[src/rtl/alarm_display_ctrl_pkg.sv]
// Shared definitions for the alarm-clock display slice: FSM state encodings,
// the keypad idle code and the default key-entry timeout.
package alarm_defs;

  localparam logic [3:0] NOKEY         = 4'hA;
  localparam int         TIMEOUT_S_DEF = 10;

  // One-hot so that any corrupted pattern is distinguishable and recovers to SHOW_TIME.
  typedef enum logic [4:0] {
    SHOW_TIME  = 5'b00001,
    KEY_STORED = 5'b00010,
    KEY_WAITED = 5'b00100,
    KEY_ENTRY  = 5'b01000,
    SHOW_ALARM = 5'b10000
  } state_t;

endpackage

[src/rtl/alarm_display_ctrl_if.sv]
// Keypad/button inputs and display/register control outputs of the alarm display controller.
// master drives the buttons and keypad; slave is the controller.
interface alarm_display_ctrl_if;

  logic       one_second;
  logic       alarm_button;
  logic       time_button;
  logic [3:0] key;
  logic       show_a;
  logic       show_current_time;
  logic       shift;
  logic       load_new_a;
  logic       load_new_c;
  logic       time_out;

  modport master (
    output one_second, alarm_button, time_button, key,
    input  show_a, show_current_time, shift, load_new_a, load_new_c, time_out
  );

  modport slave (
    input  one_second, alarm_button, time_button, key,
    output show_a, show_current_time, shift, load_new_a, load_new_c, time_out
  );

endinterface

[src/rtl/alarm_display_ctrl_timeout_counter.sv]
// Idle-second counter for key entry: saturates at TIMEOUT_S, time_out decoded from the register.
// Clear wins over tick; no backpressure.
module timeout_counter #(
  parameter int TIMEOUT_S = 10,
  parameter int CNT_W     = 4
) (
  input  logic clock,
  input  logic reset,
  input  logic clear,
  input  logic tick,
  output logic time_out
);

  localparam logic [CNT_W-1:0] LIMIT = CNT_W'(TIMEOUT_S);

  logic [CNT_W-1:0] count;

  always_ff @(posedge clock) begin
    if (reset || clear) begin
      count <= '0;
    end else if (tick && (count != LIMIT)) begin
      count <= count + 1'b1;
    end
  end

  assign time_out = (count == LIMIT);

endmodule

[src/rtl/alarm_display_ctrl.sv]
// Alarm-clock display/keypad sequencer: shift one cycle after a key press, load pulses in the
// same cycle as the button in KEY_ENTRY; inputs are sampled every cycle, no backpressure.
module alarm_display_ctrl #(
  parameter int         TIMEOUT_S = alarm_defs::TIMEOUT_S_DEF,
  parameter int         CNT_W     = 4,
  parameter logic [3:0] NOKEY     = alarm_defs::NOKEY
) (
  input logic                 clock,
  input logic                 reset,
  alarm_display_ctrl_if.slave bus
);

  import alarm_defs::*;

  state_t state;
  state_t next_state;
  logic   cnt_clear;
  logic   cnt_tick;
  logic   time_out;
  logic   show_a;
  logic   show_current_time;
  logic   shift;
  logic   load_new_a;
  logic   load_new_c;

  assign cnt_clear = (state == SHOW_TIME) || (state == KEY_STORED);
  assign cnt_tick  = bus.one_second && ((state == KEY_WAITED) || (state == KEY_ENTRY));

  timeout_counter #(
    .TIMEOUT_S (TIMEOUT_S),
    .CNT_W     (CNT_W)
  ) u_timeout (
    .clock    (clock),
    .reset    (reset),
    .clear    (cnt_clear),
    .tick     (cnt_tick),
    .time_out (time_out)
  );

  always_comb begin
    next_state = SHOW_TIME;
    case (state)
      SHOW_TIME: begin
        if (bus.alarm_button)       next_state = SHOW_ALARM;
        else if (bus.key != NOKEY)  next_state = KEY_STORED;
      end
      KEY_STORED: next_state = KEY_WAITED;
      KEY_WAITED: begin
        if (time_out)               next_state = SHOW_TIME;
        else if (bus.key == NOKEY)  next_state = KEY_ENTRY;
        else                        next_state = KEY_WAITED;
      end
      KEY_ENTRY: begin
        if (bus.alarm_button || bus.time_button || time_out) next_state = SHOW_TIME;
        else if (bus.key != NOKEY)  next_state = KEY_STORED;
        else                        next_state = KEY_ENTRY;
      end
      SHOW_ALARM: next_state = bus.alarm_button ? SHOW_ALARM : SHOW_TIME;
      default:    next_state = SHOW_TIME;
    endcase
  end

  always_ff @(posedge clock) begin
    if (reset) state <= SHOW_TIME;
    else       state <= next_state;
  end

  // Reset is synchronous, so outputs are masked to keep them quiet in the cycle it is sampled.
  always_comb begin
    show_a            = 1'b0;
    show_current_time = 1'b0;
    shift             = 1'b0;
    load_new_a        = 1'b0;
    load_new_c        = 1'b0;
    if (!reset) begin
      case (state)
        KEY_STORED: shift = 1'b1;
        KEY_ENTRY: begin
          show_current_time = 1'b1;
          if (bus.alarm_button)     load_new_a = 1'b1;
          else if (bus.time_button) load_new_c = 1'b1;
        end
        SHOW_ALARM: show_a = 1'b1;
        default: ;
      endcase
    end
  end

  assign bus.show_a            = show_a;
  assign bus.show_current_time = show_current_time;
  assign bus.shift             = shift;
  assign bus.load_new_a        = load_new_a;
  assign bus.load_new_c        = load_new_c;
  assign bus.time_out          = time_out && !reset;

endmodule

[src/flat_wrapper.sv]
// flat-port wrapper written by rule: the top's interface ports become plain ports
module alarm_display_ctrl_flat import alarm_defs::*;
#(
  parameter int         TIMEOUT_S = alarm_defs::TIMEOUT_S_DEF,
  parameter int         CNT_W     = 4,
  parameter logic [3:0] NOKEY     = alarm_defs::NOKEY
)
  (clock, reset, bus_one_second, bus_alarm_button, bus_time_button, bus_key, bus_show_a, bus_show_current_time, bus_shift, bus_load_new_a, bus_load_new_c, bus_time_out);
  alarm_display_ctrl_if bus_i ();
  input logic clock;
  input logic reset;
  input wire logic [$bits(bus_i.one_second)-1:0] bus_one_second;
  input wire logic [$bits(bus_i.alarm_button)-1:0] bus_alarm_button;
  input wire logic [$bits(bus_i.time_button)-1:0] bus_time_button;
  input wire logic [$bits(bus_i.key)-1:0] bus_key;
  output wire logic [$bits(bus_i.show_a)-1:0] bus_show_a;
  output wire logic [$bits(bus_i.show_current_time)-1:0] bus_show_current_time;
  output wire logic [$bits(bus_i.shift)-1:0] bus_shift;
  output wire logic [$bits(bus_i.load_new_a)-1:0] bus_load_new_a;
  output wire logic [$bits(bus_i.load_new_c)-1:0] bus_load_new_c;
  output wire logic [$bits(bus_i.time_out)-1:0] bus_time_out;
  assign bus_i.one_second = bus_one_second;
  assign bus_i.alarm_button = bus_alarm_button;
  assign bus_i.time_button = bus_time_button;
  assign bus_i.key = bus_key;
  assign bus_show_a = bus_i.show_a;
  assign bus_show_current_time = bus_i.show_current_time;
  assign bus_shift = bus_i.shift;
  assign bus_load_new_a = bus_i.load_new_a;
  assign bus_load_new_c = bus_i.load_new_c;
  assign bus_time_out = bus_i.time_out;
  alarm_display_ctrl #(.TIMEOUT_S(TIMEOUT_S), .CNT_W(CNT_W), .NOKEY(NOKEY)) u_core (.clock(clock), .reset(reset), .bus(bus_i));
endmodule
[config.mk]
export PLATFORM = sky130hd
export DESIGN_NAME = alarm_display_ctrl_flat
export DESIGN_NICKNAME = d
export VERILOG_FILES = /design/src/rtl/alarm_display_ctrl_pkg.sv /design/src/rtl/alarm_display_ctrl_if.sv /design/src/rtl/alarm_display_ctrl_timeout_counter.sv /design/src/rtl/alarm_display_ctrl.sv /design/src/flat_wrapper.sv
export SDC_FILE = /design/constraint.sdc
export NUM_CORES = 1
export LEC_CHECK = 0
export ABC_AREA = 1
export CAP_MARGIN = 5
export CELL_PAD_IN_SITES_DETAIL_PLACEMENT = 1
export CELL_PAD_IN_SITES_GLOBAL_PLACEMENT = 2
export CORE_MARGIN = 2
export CORE_UTILIZATION = 24
export DETAILED_ROUTE_END_ITERATION = 8
export GPL_TIMING_DRIVEN = 0
export PLACE_DENSITY_LB_ADDON = 0.1
export SETUP_SLACK_MARGIN = 0.2
export SLEW_MARGIN = 5
export SYNTH_ARGS = -nofsm -noshare
export SYNTH_HDL_FRONTEND = slang
export SYNTH_SLANG_ARGS = --single-unit
[constraint.sdc]
create_clock -name clock -period 1.48 [get_ports clock]
set_input_delay 0.222 -clock clock [delete_from_list [all_inputs] [get_ports clock]]
set_output_delay 0.222 -clock clock [all_outputs]
set_load 0.005 [all_outputs]
==> results.py <==
metrics = {
    "run_status": {
        "status": "complete, no violations",
    },
    "cts": {
        "hold_buffers": 0,
        "clk_latency_ps": 260,
        "clk_pin_slew_worst_paths_ps": 60,
        "cts_buffers": 3,
        "cts_tree": "done",
        "cts.sinks": 9,
        "root_buffer": "clkbuf_4",
        "h-tree-depth": 1,
        "cts_buffer_depth": 2,
    },
    "grt": {
        "grt_pass1_wl_mm": 3.132,
        "antenna_found_initial": 0,
        "grt_max_degree": 10,
        "overflow": 0,
        "grt_pass1_vias": 716,
        "track_usage": 0.1493,
    },
    "sta": {
        "slew_headroom": 0.7221,
        "min_period_ps": 1453,
        "fin_tns_setup_ps": 0,
        "rsz0062_at_grt": "yes",
        "slew_viol_final": 0,
        "skew_ps": 6.562,
        "fmax_mhz": 688.3,
        "period_share": 0.9816,
        "finalSetupViolCount": 0,
        "timing.hold.ws_ps": 361.9,
        "worst_pin_slew_ps": 416.9,
        "timing.final.ws_setup_ps": 27.22,
        "finalHoldViolations": 0,
    },
    "synth": {
        "synth_warnings": 0,
        "ys_seq_area_frac": 0.2903,
        "syn_inst": 96,
        "synth_nets": 107,
        "syn_area_sq_um": 620.6,
        "ys_seq_elements": 9,
        "synth.avg_cell_area_sq_um": 6.465,
        "yosysUniqueCellTypes": 20,
    },
    "final_layout": {
        "finalCoreUtilization": 0.4042,
        "diodes": 0,
        "drive_above_1_share": 0.4297,
        "final_nets": 140,
        "syn2layout_area_growth_pct": 59.88,
    },
    "critical_path": {
        "cp_slowest_stage_delay_ps": 360,
        "worstPathMaxFanout": 4,
        "crit_chain": "nor2_4, nand3_4, inv_4, nand2_4, nor3_2, buf_2",
        "crit_type": "flip-flop to output port",
        "cp_data_required_time_ps": 1260,
        "worst-path-buf-inv": 2,
        "worst_path_max_delay_cell": "dfxtp_4",
        "endpoint_kind": "output port",
        "path_delay_family": "simple AND/OR/NAND/NOR gates",
        "cp.arrival_ps": 1230,
        "critPathLaunchType": "flip-flop",
    },
    "power_and_ir_drop": {
        "cellLeakagePower_nw": 0.4557,
        "p_total_mw": 0.6458,
        "p_per_area_nw_per_um2": 650.9,
        "vdd_drop_max_uv": 327.0,
    },
    "floorplan": {
        "pin_count": 15,
        "die_w_um": 54.85,
        "fp.coreArea_sq_um": 2455,
        "num_rows": 18,
        "fp.dieH_um": 54.85,
        "dieArea_sq_um": 3009,
        "initial_utilization": 0.2528,
    },
    "route": {
        "num_vias": 709,
        "antenna_left": 0,
        "drt_iter0_drc": 3,
        "drt-total-wl_mm": 1.899,
        "dr.pass1.iters": 3,
        "route.detailed.wl_per_inst_um": 12.02,
        "drc": 0,
        "vias_per_cell": 4.487,
    },
    "flow_run": {
        "cap_violations": 0,
    },
    "worst_hold_path": {
        "min_path_type": "input port to flip-flop",
    },
    "placed_design": {
        "post-place-ws_ps": -264.0,
        "portBuffers": 13,
        "hpwl_mm": 1.413,
        "gp_congestion": 0.7109,
    },
}
[cells in the final DEF, fill, tap and decap left out, types with 2 or more instances in the layout]
| cell | Yosys | routed |
|---|---|---|
| dfxtp_4 | 0 | 2 |
| nor2_4 | 2 | 4 |
| dfxtp_1 | 9 | 3 |
| buf_6 | 0 | 4 |
| clkbuf_4 | 0 | 3 |
| buf_2 | 0 | 6 |
| buf_4 | 0 | 11 |
| nand2_4 | 0 | 2 |
| inv_1 | 14 | 10 |
| clkbuf_1 | 1 | 2 |
| nor2_2 | 1 | 3 |
| nand4_1 | 3 | 3 |
| a21oi_1 | 5 | 5 |
| nand3_2 | 4 | 4 |
| nor3_2 | 2 | 3 |
| nand3_1 | 10 | 9 |
| dfxtp_2 | 0 | 4 |
| inv_2 | 2 | 5 |
| nand2_1 | 17 | 15 |
| clkdlybuf4s50_1 | 0 | 7 |
| nor2_1 | 18 | 14 |
[power by group]
group	leakage [nW]	switching, mW	internal (mW)
Combinational	0.365	0.0998	0.0853
Clock	0.0150	0.0887	0.104
Sequential	0.0760	0.0135	0.255
[repair_timing]
action | in CTS | in global routing
pin swaps | 14 | 8
gates resized for setup | 48 | 8
buffers inserted | 10 | 5
setup endpoints to repair | 14 | 15
endpoints found under the hold margin | 0 | 0
[metal layers]
layer  track usage  part of all wire
met1        0.1885              0.48
met3       0.02459             0.028
met2        0.2480              0.49
met4       0.06250            0.0079
met5             0                 0
[worst paths after layout]
check	cells past startpoint	from	slack (ps)	endpoint
worst max-delay path	6	u_core.state[0]	30	bus_load_new_c
worst min-delay path	2	reset	360	u_core.state[4]
worst max register to register	9	u_core.state[3]	100	u_core.u_timeout.count[1]
worst min register to register	2	u_core.u_timeout.count[3]	520	u_core.u_timeout.count[3]
[cells in the mapped netlist]
cell type / number / area, sq um
nor2_1: 18 / 67.56
nand2_1: 17 / 63.81
inv_1: 14 / 52.55
nand3_1: 10 / 50.05
dfxtp_1: 9 / 180.2
a21oi_1: 5 / 25.02
nand3_2: 4 / 40.04
nand4_1: 3 / 18.77
ha_1: 2 / 25.02
inv_2: 2 / 7.510
nor2_4: 2 / 22.52
nor3_2: 2 / 20.02
clkbuf_1: 1 / 3.750
nand2_2: 1 / 6.260
nor2_2: 1 / 6.260
nor3_1: 1 / 5.000
o21ai_0: 1 / 5.000
o21ai_1: 1 / 5.000
o21bai_1: 1 / 7.510
xor2_1: 1 / 8.760
[cells by family (layout without fill, tap and decap cells)]
kind of cell / count (synthesis) / in the layout / synth area share
AOI/OAI and AO/OA: 8 / 8 / 0.06853
DFF: 9 / 9 / 0.2903
and+or+nand+nor: 59 / 59 / 0.4839
buffers and inverters: 17 / 49 / 0.1028
adders and majority gates: 2 / 2 / 0.04032
xor gates and xnor gates: 1 / 1 / 0.01412
[registers in the layout, indices dropped and copies added (netlist names)]
register / cells
u_core.u_timeout.count: 4
u_core.state: 5
[metrics by stage]
step	std cells	area (sq um)
6_report	158	992.2
5_1_grt	158	992.2
4_1_cts	153	929.6
3_5_place_dp	139	788.3
3_3_place_gp	139	788.3
2_1_floorplan	96	620.6
[worst reg2reg max path, stage by stage, from the launching register on]
cell     delay [ps]
dfxtp_2         330
buf_6           110
nor2_4           80
buf_6           110
buf_6            80
nand4_1         180
nand3_1         240
inv_1            60
nand2_1          60
nor2_1           30
[final cells by class]
class	count	area (sq um)
sequential	9	192.7
buffer	1	3.754
timing repair buffer	28	227.7
fill	331	1463
multi-input combinational	70	441.7
clock buffer	4	26.28
inverter	16	62.56
tap	30	37.54
No activity file was read; power rests on OpenSTA's default activity.
==> RTL change 1: new RTL, same flow settings <==
Encoding of `state_t`: now binary (3 bits for 5 states). Comments in the files are not updated.
--- a/src/rtl/alarm_display_ctrl_pkg.sv
+++ b/src/rtl/alarm_display_ctrl_pkg.sv
@@ -8,8 +8,8 @@
   // One-hot so that any corrupted pattern is distinguishable and recovers to SHOW_TIME.
-  typedef enum logic [4:0] {
-    SHOW_TIME  = 5'b00001,
-    KEY_STORED = 5'b00010,
-    KEY_WAITED = 5'b00100,
-    KEY_ENTRY  = 5'b01000,
-    SHOW_ALARM = 5'b10000
+  typedef enum logic [2:0] {
+    SHOW_TIME  = 3'd0,
+    KEY_STORED = 3'd1,
+    KEY_WAITED = 3'd2,
+    KEY_ENTRY  = 3'd3,
+    SHOW_ALARM = 3'd4
   } state_t;
Formal check against the unedited RTL: no difference found for any inputs over 10 cycles, from zero or initial values and one cycle with reset high; not proved beyond that.
==> RTL change 1 against the unedited design <==
- sequential cell count shrank 2
- synthesized area shrank 22%
- worst setup slack gained 0.15 ns
- power shrank 25%
- fmax grew 11%
- critical path depth shrank 1
- routed wire length shrank 27%
- non-clock buffer count shrank 7
- largest cell class unchanged
- combinational power shrank 48%
- die area shrank 20%
- design area shrank 21%
==> RTL change 1: results (changes against the unedited design) <==
Run status
  – Status: completed (unchanged)

Worst setup path
  – Arrival time at the worst endpoint: 1.08 ns (was 1.23 ns)
  – Worst R2R Setup Slack: 0.28 ns (was 0.10 ns)
  – FF-to-FF Start: u_core.u_timeout.count[0] (was u_core.state[3])
  – Maximum cell stage delay along the critical path: 0.39 ns (was 0.36 ns)
  – Largest driver fanout on the critical path: 6 (was 4)
  – Critical R2R Capture: u_core.state[1] (was u_core.u_timeout.count[1])

Logic synthesis
  – Post-Synthesis Net Count: 90 (was 107)
  – Synth top cells by count: nor2_1, nand2_1, inv_1 (unchanged)
  – Distinct cell type count of the synthesized netlist: 16 (was 20)

Cells and area
  – Proportion of cell area occupied by multi-input gates: 44.92% (was 44.51%)
  – Largest registers: u_core.u_timeout.count: 4 flops, u_core.state: 3 flops (was u_core.state: 5 flops, u_core.u_timeout.count: 4 flops)
  – Flip-flop and latch share of the layout cell area: 19.68% (was 19.42%)
  – Layout cells sized above 1: 39.42% (was 42.97%)
  – Fraction of cell area in non-clock buffers: 21.27% (was 23.33%)
  – Share of final layout cell area taken by clock buffers and inverters: 3.333% (was 2.648%)
  – Multi-input comb cells: 58 (was 70)
  – Layout filler cell count: 272 (was 331)

STA
  – Slew at the pin closest to its max-slew limit: 0.4211 ns (was 0.4169 ns)
  – Crit path setup slack, layout: 0.1759 ns (was 0.02722 ns)
  – Clock skew after layout: 0.005704 ns (was 0.006562 ns)
  – Post-route worst hold slack: 0.3541 ns (was 0.3619 ns)

Power
  – Peak VDD IR: 0.0003497 V (was 0.0003270 V)

GRT
  – Global-route wire length before repair: 2.518 mm (was 3.132 mm)
  – Largest net degree at the start of global routing: 9 (was 10)
  – Vias in the first global route: 590 (was 716)

Place
  – Half-perimeter wire length after detailed placement: 999.8 µm (was 1.413 mm)
  – Placer's final routability congestion estimate: 0.7245 (was 0.7109)

Detailed routing
  – Average wire per standard cell: 10.62 µm (was 12.02 µm)
  – Number of iterations in the first detailed-routing pass: 4 (was 3)
[RTL change 1: cell count changes after synthesis, moves of 2 or more]
cell / unedited run / this run
nand3_1: 10 / 6
nand3_2: 4 / 0
nand4_1: 3 / 0
nor3_1: 1 / 4
dfxtp_1: 9 / 7
inv_1: 14 / 12
[RTL change 1: critical path, delay by kind of cell (launching register included)]
family,cells,cell delay [ns]
buffers and inverters,1,0.12
AND/OR/NAND/NOR,4,0.31
flip-flops,1,0.39
[RTL change 1: where the power goes]
group | switching [mW] | internal [mW]
Combinational | 0.0507 | 0.0463
Sequential | 0.0116 | 0.193
Clock | 0.0790 | 0.103
[RTL change 1: timing repair]
item,CTS,global route
gates resized for setup,40,11
pin swaps,7,7
setup endpoints to repair,6,7
buffers inserted,8,0
hold buffers,0,0
[RTL change 1: cells by family after synthesis]
| kind of cell | Yosys count | synth area share (%) |
|---|---|---|
| AO/OA/AOI/OAI | 7 | 7.197 |
| XOR/XNOR | 1 | 1.800 |
| adder cells (fa/ha/maj) | 2 | 5.141 |
| buffers and inverters | 14 | 10.79 |
| flip-flops | 7 | 28.79 |
| AND/OR/NAND/NOR | 48 | 46.27 |
[RTL change 1: through the flow]
stage | cell area [µm²] | std cells
finish | 788.3 | 131
global route | 788.3 | 131
CTS | 749.5 | 131
detailed placement | 650.6 | 119
global placement | 650.6 | 119
floorplan | 486.7 | 79
[RTL change 1: metal layers]
metal / vias up / GRT usage (%) / part of all wire, %
met5: - / 0 / 0
met4: 0 / 8.571 / 0.93
met3: 2 / 4.908 / 6.0
met2: 11 / 21.92 / 48
met1: 260 / 16.48 / 45
li1: 294 / - / -
==> RTL change 2: new RTL, same flow settings <==
Made on the original files. `CNT_W` is set to 4 in 3 places; all go to 6.
--- a/src/rtl/alarm_display_ctrl_timeout_counter.sv
+++ b/src/rtl/alarm_display_ctrl_timeout_counter.sv
@@ -4,3 +4,3 @@
   parameter int TIMEOUT_S = 10,
-  parameter int CNT_W     = 4
+  parameter int CNT_W     = 6
 ) (
--- a/src/rtl/alarm_display_ctrl.sv
+++ b/src/rtl/alarm_display_ctrl.sv
@@ -4,3 +4,3 @@
   parameter int         TIMEOUT_S = alarm_defs::TIMEOUT_S_DEF,
-  parameter int         CNT_W     = 4,
+  parameter int         CNT_W     = 6,
   parameter logic [3:0] NOKEY     = alarm_defs::NOKEY
--- a/src/flat_wrapper.sv
+++ b/src/flat_wrapper.sv
@@ -4,3 +4,3 @@
   parameter int         TIMEOUT_S = alarm_defs::TIMEOUT_S_DEF,
-  parameter int         CNT_W     = 4,
+  parameter int         CNT_W     = 6,
   parameter logic [3:0] NOKEY     = alarm_defs::NOKEY
Check against the original RTL: no difference found for any inputs over 10 cycles, from zero or initial values and one cycle with reset high; that may be too few to reach the edited logic, so the function may still have changed.
==> RTL change 2 against the unedited design <==
- design area up 18%
- register-to-register slack worse by 0.03 ns
- routed wire length up 26%
- critical path depth up 1
- hold slack got worse by 0.052 ns
- clock power increased by 18%
- worst setup slack better by 0.027 ns
- final cell count is 23% higher
- power up 14%
- fmax increased by 1.9%
- die area up 20%
- sequential cell count increased by 2
- synthesized area up 22%
- largest cell class unchanged
- highest routed layer unchanged
==> RTL change 2: results (changes against the unedited design) <==
Logic synthesis
  – Post-Synthesis Net Count: 129 (was 107)
  – Compound-cell area share of the yosys netlist: 8.581% (was 6.855%)
  – Adder and majority gate portion of the synthesized area: 3.300% (was 4.032%)
  – Leading cell types by total area after synthesis: dfxtp_1, nand2_1, nor2_1 (was dfxtp_1, nor2_1, nand2_1)
  – Area share of xor/xnor cells in the synthesized design: 1.155% (was 1.411%)
  – Sequential area share after synthesis: 29.04% (was 29.03%)
  – Synth top cells by count: nand2_1, nor2_1, inv_1 (was nor2_1, nand2_1, inv_1)

GRT
  – Met2 GRT Util: 30.43% (was 24.80%)
  – GRT Util Overall: 14.89% (was 14.93%)
  – Largest net degree at the start of global routing: 9 (was 10)
  – Global-route wire length before repair: 3.905 mm (was 3.132 mm)
  – Fraction of met3 tracks used by global routing: 3.896% (was 2.459%)

Power
  – Leakage: 0.5144 nW (was 0.4557 nW)
  – Peak VDD IR: 0.0004454 V (was 0.0003270 V)

Cells and area
  – Layout cells sized above 1: 41.06% (was 42.97%)
  – Final nets: 163 (was 140)
  – Largest registers: u_core.u_timeout.count: 6 flops, u_core.state: 5 flops (was u_core.state: 5 flops, u_core.u_timeout.count: 4 flops)

Worst setup path
  – Arrival time at the worst endpoint: 1.20 ns (was 1.23 ns)
  – Largest driver fanout on the critical path: 2 (was 4)
  – Crit-path leading delay family: flip-flops (was simple AND/OR/NAND/NOR gates)
  – Cell with the largest stage delay on the worst path: dfxtp_2 (was dfxtp_4)

Place
  – Total cell area at the placement stage: 943.4 µm² (was 788.3 µm²)
  – Pre-CTS worst setup slack: -0.2854 ns (was -0.2640 ns)

Detailed routing
  – Average wire per standard cell: 12.26 µm (was 12.02 µm)
  – Via density: 4.415 (was 4.487)
  – Number of iterations in the first detailed-routing pass: 4 (was 3)

STA
  – Worst-case headroom to the max-slew limit: 73.09% (was 72.21%)

CTS
  – Later-pin clock latency in the skew report: 0.28 ns (was 0.26 ns)
  – Setup fix buffers added after clock tree synthesis: 14 (was 10)
  – Post_cts resized: 51 (was 48)
  – Clk pin slew, worst setup/hold paths: 0.09 ns (was 0.06 ns)

Run status
  – Status: completed (unchanged)
RTL change 2: logic make-up after synthesis:
| logic type | count (synthesis) |
|---|---|
| DFF | 11 |
| and+or+nand+nor | 75 |
| adders and majority gates | 2 |
| AOI/OAI and AO/OA | 10 |
| xor gates and xnor gates | 1 |
| buffers and inverters | 19 |
RTL change 2: where the power goes:
part           internal [mW]  leakage, nW  switching (mW)  total (mW)
Sequential             0.304       0.0934          0.0129       0.317
Clock                  0.105       0.0150           0.124       0.228
Combinational         0.0889        0.406           0.101       0.190
Total                  0.497        0.514           0.237       0.735
RTL change 2: per-layer routing:
metal,vias to the layer above,wire length (µm)
met5,-,0
met4,0,34
met3,4,52
met2,8,1380
met1,406,923
li1,443,-
RTL change 2: final cells by class:
cell class	instances	area, µm²
plain buffers	2	15.01
clock buffers	4	26.28
fillers	382	1853
inverters	17	63.81
multi-input cells	88	545.5
flip-flops and latches	11	237.7
well taps	44	55.05
repair buffers	29	231.5
RTL change 2: worst register-to-register path: cells and delay by family, from the launching register on:
family	cells	cell delay, ns
simple gates	5	0.55
buf+inv	2	0.19
fa+ha+maj	1	0.16
compound gates	1	0.05
flops	1	0.35
RTL change 2: final timing paths:
| path | start | endpoint | slack (ns) | depth (start not counted) |
|---|---|---|---|---|
| setup / recovery | u_core.u_timeout.count[0] | bus_time_out | 0.05 | 7 |
| hold / removal | reset | u_core.state[1] | 0.31 | 2 |
| setup reg to reg | u_core.u_timeout.count[0] | u_core.u_timeout.count[3] | 0.07 | 9 |
| hold reg to reg | u_core.u_timeout.count[4] | u_core.u_timeout.count[4] | 0.48 | 2 |
